`config.mk`:
```
export PLATFORM = sky130hd
export DESIGN_NAME = seq_detector_n
export DESIGN_NICKNAME = d
export VERILOG_FILES = /design/src/rtl/seq_detector_n.sv
export SDC_FILE = /design/constraint.sdc
export NUM_CORES = 1
export LEC_CHECK = 0
export ABC_AREA = 1
export BUFFER_PORTS_ARGS = -buffer_cell sky130_fd_sc_hd__buf_2
export CORE_MARGIN = 2
export CORE_UTILIZATION = 52
export CTS_CLUSTER_DIAMETER = 200
export DETAILED_ROUTE_END_ITERATION = 8
export PLACE_DENSITY = 0.77
export SYNTH_ARGS = -nofsm -noshare
export SYNTH_HDL_FRONTEND = slang
export SYNTH_SLANG_ARGS = --single-unit
```
`constraint.sdc`:
```
create_clock -name clk -period 2.1 [get_ports clk]
set_clock_uncertainty 0.05 [all_clocks]
set_input_delay 0.21 -clock clk [delete_from_list [all_inputs] [get_ports clk]]
set_output_delay 0.21 -clock clk [all_outputs]
set_load 0.005 [all_outputs]
```
`src/rtl/seq_detector_n.sv`:
```
// Serial pattern detector: runtime-loadable PAT_W-bit pattern, optional overlap,
// Moore or Mealy match output, qualified input and a saturating match counter.
module seq_detector_n #(
  parameter int PAT_W   = 4,
  parameter int CNT_W   = 8,
  parameter int OVERLAP = 1,
  parameter int MEALY   = 0
) (
  input  logic                           clk,
  input  logic                           reset,
  input  logic                           x,
  input  logic                           x_valid,
  input  logic [PAT_W-1:0]               pattern,
  input  logic                           load_pat,
  input  logic                           clr_count,
  output logic [$clog2(PAT_W+1)-1:0]     fill,
  output logic                           y,
  output logic [CNT_W-1:0]               match_count,
  output logic                           count_sat
);

  localparam int FW = $clog2(PAT_W + 1);
  localparam logic [FW-1:0] FULL = FW'(PAT_W);

  logic [PAT_W-1:0] pat_q, pat_d;
  logic [PAT_W-1:0] hist_q, hist_d;
  logic [FW-1:0]    fill_q, fill_d;
  logic             y_q, y_d;
  logic [CNT_W-1:0] cnt_q, cnt_d;

  logic [PAT_W-1:0] shifted;
  logic [FW-1:0]    next_fill;
  logic             match_acc;

  assign shifted   = {hist_q[PAT_W-2:0], x};
  assign next_fill = (fill_q == FULL) ? FULL : fill_q + 1'b1;
  // A bit presented alongside load_pat is discarded, so it can never complete a match.
  assign match_acc = x_valid & ~load_pat & (next_fill == FULL) & (shifted == pat_q);

  always_comb begin
    pat_d  = pat_q;
    hist_d = hist_q;
    fill_d = fill_q;
    y_d    = 1'b0;
    cnt_d  = cnt_q;
    if (load_pat) begin
      pat_d  = pattern;
      hist_d = '0;
      fill_d = '0;
    end else if (x_valid) begin
      y_d = match_acc;
      if (match_acc && (OVERLAP == 0)) begin
        hist_d = '0;
        fill_d = '0;
      end else begin
        hist_d = shifted;
        fill_d = next_fill;
      end
    end
    if (clr_count) begin
      cnt_d = '0;
    end else if (match_acc && (cnt_q != {CNT_W{1'b1}})) begin
      cnt_d = cnt_q + 1'b1;
    end
  end

  always_ff @(posedge clk) begin
    if (reset) begin
      pat_q  <= '0;
      hist_q <= '0;
      fill_q <= '0;
      y_q    <= 1'b0;
      cnt_q  <= '0;
    end else begin
      pat_q  <= pat_d;
      hist_q <= hist_d;
      fill_q <= fill_d;
      y_q    <= y_d;
      cnt_q  <= cnt_d;
    end
  end

  assign fill        = fill_q;
  assign y           = (MEALY != 0) ? (match_acc & ~reset) : y_q;
  assign match_count = cnt_q;
  assign count_sat   = (cnt_q == {CNT_W{1'b1}});

endmodule

```
# [Yosys cells after proc, flatten, opt, wreduce, memory -nomap -nowiden]
# Cells that the tools add are included.
[classes] add_sub_neg=2 n_mux=1 n_eq_ne=5 bitwise=5 n_reduce_logical=4
[ops] operator="$add A8 B1 Y8 const B" n=1
[ops] operator="$eq A8 B8 Y1 const B" n=1
[ops] operator="$ne A8 B8 Y1 const B" n=1
[ops] operator="$eq A3 B3 Y1 const B" n=2
[ops] operator="$eq A4 B4 Y1" n=1
[ops] operator="$reduce_or A2 Y1" n=2
[ops] operator="$add A3 B1 Y3 const B" n=1
[ops] operator="$and A1 B1 Y1" n=3
[ops] operator="$mux W3" n=1
[ops] operator="$reduce_or A3 Y1" n=1
[ops] operator="$not A1 Y1" n=2
[ops] operator="$logic_and A1 B1 Y1" n=1
[totals] regBits=19 inputBits=10 out_inout_bits=13 word_cells=22

# [Depth between registers and ports, before layout]
# Gate-level depths: netlist of the first run.
[logic_depth] depth_word=6 depth_mapped=10 ltp_nobuf=9

# [Worst setup path before layout of the first run]
# No wires, ideal clock.
[synth_path] path_type="register -> register" start="register fill_q[0], in the netlist fill[0]" end="register cnt_q[6], in the netlist match_count[6]" path_stages_with_launch=10 path_slack_ns=0.466 period_less_slack_ns=1.634 n_path_buf=1 setup_ns=0.113 t_required_ns=1.937 arrival_ns=1.471 path_cell_list="dfxtp_1 -> inv_1 -> ha_1 -> o21ai_2 -> nand3_2 -> nor2_4 -> buf_6 -> nand3_1 -> nand2_1 -> nor2_1"
[synth_between] elab_chain_cells=6 word_cells_on_any_way=7 cone_classes="1 x add/sub; 2 x eq/ne; 1 x mux; 2 x bitwise; 1 x reduce/logical"
[synth_lines] item="from (decl)" line_no="27" text="logic [FW-1:0] fill_q, fill_d;"
[synth_lines] item="from (signal assigned)" line_no="77" text="fill_q <= fill_d;"
[synth_lines] item="$add A3 B1 Y3 / $eq A3 B3 Y1 (equally long branches)" line_no="36" text="assign next_fill = (fill_q == FULL) ? FULL : fill_q + 1'b1;"
[synth_lines] item="$mux W3 (*)" line_no="36"
[synth_lines] item="$eq A3 B3 Y1 (*)" line_no="38" text="assign match_acc = x_valid & ~load_pat & (next_fill == FULL) & (shifted == pat_q);"
[synth_lines] item="$and A1 B1 Y1 (*) (2 in series)" line_no="38"
[synth_lines] item="$logic_and A1 B1 Y1 (*)" line_no="62" text="end else if (match_acc && (cnt_q != {CNT_W{1'b1}})) begin"
[synth_lines] item="to (signal assigned)" line_no="79" text="cnt_q <= cnt_d;"
[synth_lines] item="to (decl)" line_no="29" text="logic [CNT_W-1:0] cnt_q, cnt_d;"
# Every way passes the cells marked *; elsewhere a longest branch is shown, timed or not.
# A chain may end at the register's enable or synchronous reset.

# [Final worst setup path of the first run]
[layout_path] start="register fill_q[0], in the netlist fill[0]" end="register cnt_q[7], in the netlist match_count[7]"
# The elaborated chain is that of the path after synthesis.

==> results of run 1 <==
==> sequential cells by signal (all words and copies together) (netlist names) <==
register	flops
match_count	8
pat_q	4
fill	3
hist_q	3
y	1
==> cells by family after synthesis <==
logic type | count (synthesis) | synth area share, %
AND/OR/NAND/NOR | 72 | 32.88
AO/OA/AOI/OAI | 26 | 13.79
buffers and inverters | 26 | 11.33
flip-flops | 19 | 37.44
adder cells (fa/ha/maj) | 3 | 3.695
XOR/XNOR | 1 | 0.8622
==> cell usage in the layout, fill, tap and decap left out <==
cell,instances
inv_1,20
dfxtp_1,19
nor2_1,15
xnor2_1,1
clkbuf_4,3
nor2_4,2
nand3_1,11
ha_1,3
clkbuf_1,1
nor2_2,3
nand2_1,35
a21boi_0,1
buf_2,22
a21oi_1,14
nor4_1,2
o21ai_2,1
nand3_2,2
inv_2,3
nand2_2,1
a21oi_2,1
o21ai_0,9
nand2_4,1
inv_4,1
==> cell type report <==
type | instances | share of cell area, %
Multi-Input combinational cell | 102 | 44.83
Clock buffer | 4 | 2.263
Inverter | 24 | 7.974
Tap cell | 25 | 2.694
Timing Repair Buffer | 22 | 9.483
Sequential cell | 19 | 32.76
==> metal layers <==
| metal | up-vias | wire, microns | track usage [%] |
|---|---|---|---|
| met3 | 2 | 60 | 2.593 |
| met1 | 413 | 982 | 26.14 |
| met2 | 15 | 925 | 31.05 |
| li1 | 510 | - | - |
| met4 | 0 | 13 | 6.486 |
| met5 | - | 0 | 0 |
==> power breakdown <==
part | total [mW] | internal, mW | leakage [nW] | switching (mW)
logic | 0.0606 | 0.0233 | 0.371 | 0.0373
clock network | 0.185 | 0.0737 | 0.0150 | 0.111
registers | 0.374 | 0.369 | 0.155 | 0.00476
total | 0.619 | 0.466 | 0.541 | 0.153
==> stage by stage <==
| stage | util (%) | area (sq um) |
|---|---|---|
| 2_1_floorplan | - | 1016 |
| 5_1_grt | 65.12 | 1161 |
| 3_3_place_gp | 63.65 | 1135 |
| 6_report | 65.12 | 1161 |
| 3_5_place_dp | 63.65 | 1135 |
| 4_1_cts | 65.12 | 1161 |
==> worst max path at each step <==
stage | end
after detailed placement | match_count[7]
after global routing | match_count[7]
after CTS | match_count[7]
final | match_count[7]
after floorplan | match_count[6]
after global placement | match_count[2]
==> worst max-delay path: cells and delay by family (launching register included) <==
family                     cells  cell delay (ps)
AOI/OAI and AO/OA              1              150
and+or+nand+nor                5              700
adders and majority gates      1              330
buffers and inverters          1               90
DFF                            1              370
==> run metrics, run 1 <==
H-tree levels=1; Iter 0 DRT Violations=21; Rows=15; hold path cells=2; CTS Sinks=19; Slew HR=63.16%; area leader, netlist=dfxtp_1; CTS Root Buffer Type=clkbuf_4; Synth Cell Area=1016 sq um; pin count of the biggest net entering global routing=17; dpl ws=about 330 ps; Routed WL=1.982 mm; crit path cell chain=inv_1, ha_1, o21ai_2, nand3_2, nor2_4, nand3_1, nand2_1, nor2_1; min setup slack post-route=318.9 ps; Syn Inst Count=147; worst hold slack=roughly 85 ps; worst-margin pin slew=between 500 and 600 ps; EDFF count, synth=0; register area share after synthesis=between 30% and 40%; mean area per synthesized cell=6.911 sq um; CTS tree=done; Worst setup SP type=flop; fraction of layout instances using a drive strength above 1=a little under a quarter; I/O Buffers=22; Worst Path Required=2240 ps; post-CTS setup buffer count=0; global route overflow=0; Core Footprint=1783 sq um; Max Clk Rate=561.5 MHz; start point of the critical path=fill[0]; first-pass GRT wire length=~3.2 mm; CTS Hold Bufs=0; vias after detailed routing=940; RSZ-0062 raised after global routing=no; antenna-violating nets left=0; Top FF cell, synth=dfxtp_1; vias in the first global route=766; crit-path max cell delay=370 ps; Die H=slightly below 50 microns; Final GP Congestion=0.7906; Die Area=2323 sq um; Worst Hold Class=primary input to flop; Setup Viol. Count Final=0; drt first pass iters=4; Ys Warns=0; Post-CTS Resized=0; maximum VDD drop=0.4060 mV; final std cells w/o fill=196; Crit Path Class=flop to flop; Slew Limit Fails=0; CP endpoint kind=flop; Yosys top cell area share=37.44%; Multi-input gate area=520.5 sq um; clk buf depth=2; Inst Count DP=192; Power Density=around 530 nW/um^2; outcome=complete, no violations; worst r2r path cells=8; Tcrit/Tclk final=84.81%; Static Leakage=0.5406 nW; CP max FO=16; Syn-to-layout area delta=14.29%; Hold Vio Cnt, Final=0; FF+latch area=380.4 sq um; IO Pins=23; # Max-Cap Violations=0; Worst EP arrival=1920 ps; Syn Nets=160; Hold Path Origin=reset; post-synthesis cell type count=21; TNS Setup=0 ps; Critical R2R Capture=match_count[7]; gr usage total=19.16%; flop2flop setup slack=between 300 and 400 ps; Post-DP HPWL=1.518 mm; synth top area cells=dfxtp_1 (37%), nand2_1 (13%), inv_1 (7.4%), a21oi_1 (6.9%), nor2_1 (5.5%); minimum clock period=approximately 1800 ps; vias per inst=4.796; slowest CP cell=dfxtp_1; reg2reg start=fill[0]; width of the chip=48.20 microns; Fillers=157; ant diodes=0; async set-or-reset flop fraction in the synthesized netlist=0%; clock latency on the worst-skew pair=290 ps; Tot Pwr=about 0.62 mW; Post-synth top cells=nand2_1 (35), inv_1 (20), dfxtp_1 (19); initial core utilization=56.98%; Synth Register Bits=19; drt wl/cell=10.11 microns; Final #Nets=185; total CTS buffers=3; worst-case hold path end point=y; clock slew at reported path FFs=110 ps; initial antenna violation count=0; cell with the most instances after synthesis=nand2_1; drt drc=0
Power figures use the tool's default switching activity.
==> run 2, diff against run 1 <==
Settings changed: CORE_UTILIZATION 52 to 47, PLACE_DENSITY 0.77 to 0.74.
Clock period 2.1 ns to 1.5 ns, I/O delays scaled along.
==> run 2 against run 1 <==
  * Wire length unchanged
  * Die area increased by 9.7%
  * Power increased by 40%
  * Cell count increased by 4.6%
  * Critical path depth increased by 1
  * Clock-buffer cell count unchanged
  * Via count increased by 6.7%
  * Critical endpoint is now match_count[6]
==> run metrics, run 2 (same netlist as run 1, synthesis figures left out) <==
Final #Nets=192 (+3.8%); Routed WL=1.982 mm (unchanged); CP endpoint kind=flop; most common cell after layout, fill and taps aside=nand2_1; start point of the critical path=fill[1]; Slew Limit Fails=0 (unchanged); CTS Root Buffer Type=clkbuf_4; TNS Setup=0 ps (unchanged); clock slew at reported path FFs=110 ps (about the same); metal3 WL=62 microns (+3.3%); Die Area=2550 sq um (+9.7%); clock latency on the worst-skew pair=280 ps (about the same); CP max FO=16 (unchanged); Fillers=183 (+17%); crit-path max cell delay=370 ps (about the same); drt first pass iters=4 (unchanged); met1 wire length=921 microns (-6.2%); Tcrit/Tclk final=97.56% (+13 points); flop2flop setup slack=40 ps (-280 ps); Final GP Congestion=0.7985 (+1.0%); drt wl/cell=9.668 microns (-4.4%); Worst EP arrival=1610 ps (-310 ps); vias after detailed routing=1003 (+6.7%); H-tree levels=1 (unchanged); Syn-to-layout area delta=25.25%; outcome=complete, no violations; slowest CP cell=dfxtp_2; minimum clock period=1463 ps (-317.6 ps); vias in the first global route=841 (+9.8%); initial antenna violation count=0 (unchanged); Hold Vio Cnt, Final=0 (unchanged); antenna-violating nets left=0 (unchanged); global route overflow=0 (unchanged); Setup Viol. Count Final=0 (unchanged); CTS Sinks=19 (unchanged); maximum VDD drop=0.6112 mV (+51%); Post-DP HPWL=1.530 mm (+0.79%); IO Pins=23 (unchanged); Worst Path Required=1640 ps (-600 ps); crit path cell chain=inv_2, ha_4, o21ai_2, nand3_2, nor2_4, buf_12, nand3_1, nand2_1, nor2_1; Multi-input gate area=558.0 sq um (+7.2%); reg2reg start=fill[1]; first-pass GRT wire length=3.346 mm (+5.0%); CTS tree=done; Tot Pwr=0.8654 mW (+40%); Die H=50.50 microns (+4.8%); FF+latch area=386.6 sq um (+1.6%); Hold Path Origin=reset; Met2 Routed Length=983 microns (+6.3%); clk buf depth=2 (unchanged); Core Footprint=2002 sq um (+12%); # Max-Cap Violations=0 (unchanged); most frequent cells in the layout=nand2_1 (34), buf_2 (22), inv_1 (18); Crit Path Class=flop to flop; Power Density=680.1 nW/um^2 (+28%); RSZ-0062 raised after global routing=yes; Static Leakage=0.5973 nW (+10%); Iter 0 DRT Violations=16 (-24%); Slew HR=64.29% (+1.1 points); worst-margin pin slew=533.7 ps (-16.83 ps); ant diodes=0 (unchanged); initial core utilization=50.75% (-6.2 points); Rows=16 (+1); width of the chip=50.50 microns (+4.8%); drt drc=0 (unchanged); total CTS buffers=3 (unchanged); fraction of layout instances using a drive strength above 1=32.02% (+8.6 points); gr usage total=16.74% (-2.4 points); max reg flops=8 (unchanged); Max Clk Rate=683.3 MHz (+22%); vias per inst=4.893 (+2.0%); Worst Hold Class=primary input to flop; I/O Buffers=22 (unchanged); highest routed layer=met4; pin count of the biggest net entering global routing=17 (unchanged); Worst setup SP type=flop
==> run 2: layer usage <==
metal | vias to the layer above | global-route usage (%)
li1 | 529 | -
met1 | 457 | 20.78
met5 | - | 0
met2 | 15 | 29.17
met3 | 2 | 2.679
met4 | 0 | 5.856
==> run 2: area by class of cell <==
class	instances	area share, %
Sequential cell	19	30.38
Inverter	24	7.276
Clock buffer	4	2.065
Tap cell	27	2.655
Multi-Input combinational cell	102	43.85
Timing Repair Buffer	29	13.77
==> run 2: where the power goes <==
part           switching [mW]  total (mW)  internal, mW
Clock                   0.151       0.254         0.103
Sequential            0.00716       0.524         0.517
Combinational          0.0533      0.0878        0.0345
==> run 2: final timing paths <==
kind | endpoint | cells after the start
max reg2reg | match_count[6] | 9
max | match_count[6] | 9
min | y | 2
min reg2reg | pat_q[3] | 2
==> run 2: through the flow <==
step                      area, sq um  std cells  setup slack (ps)  util (%)  hold WS, ps
after detailed placement         1180        196             36.95     58.94        327.6
after global routing             1272        205            -75.07     63.56        2.292
after floorplan                  1031        147             70.83         -        178.1
after global placement           1180        196             89.95     58.94        334.7
final                            1272        205             36.54     63.56        19.20
after CTS                        1241        203             5.364     62.00        12.64
==> run 2: timing repair <==
item	4_1_cts	5_1_grt
endpoints found under the setup margin	1	9
pin swaps	1	2
resized for setup	5	3
hold buffers	0	0
setup buffers	3	2
==> run 2: worst max-delay path, delay by kind of cell (launching register included) <==
family,cells,cell delay (ps)
adder cells (fa/ha/maj),1,230
AND/OR/NAND/NOR,5,400
buffers and inverters,2,190
flip-flops,1,370
AO/OA/AOI/OAI,1,120
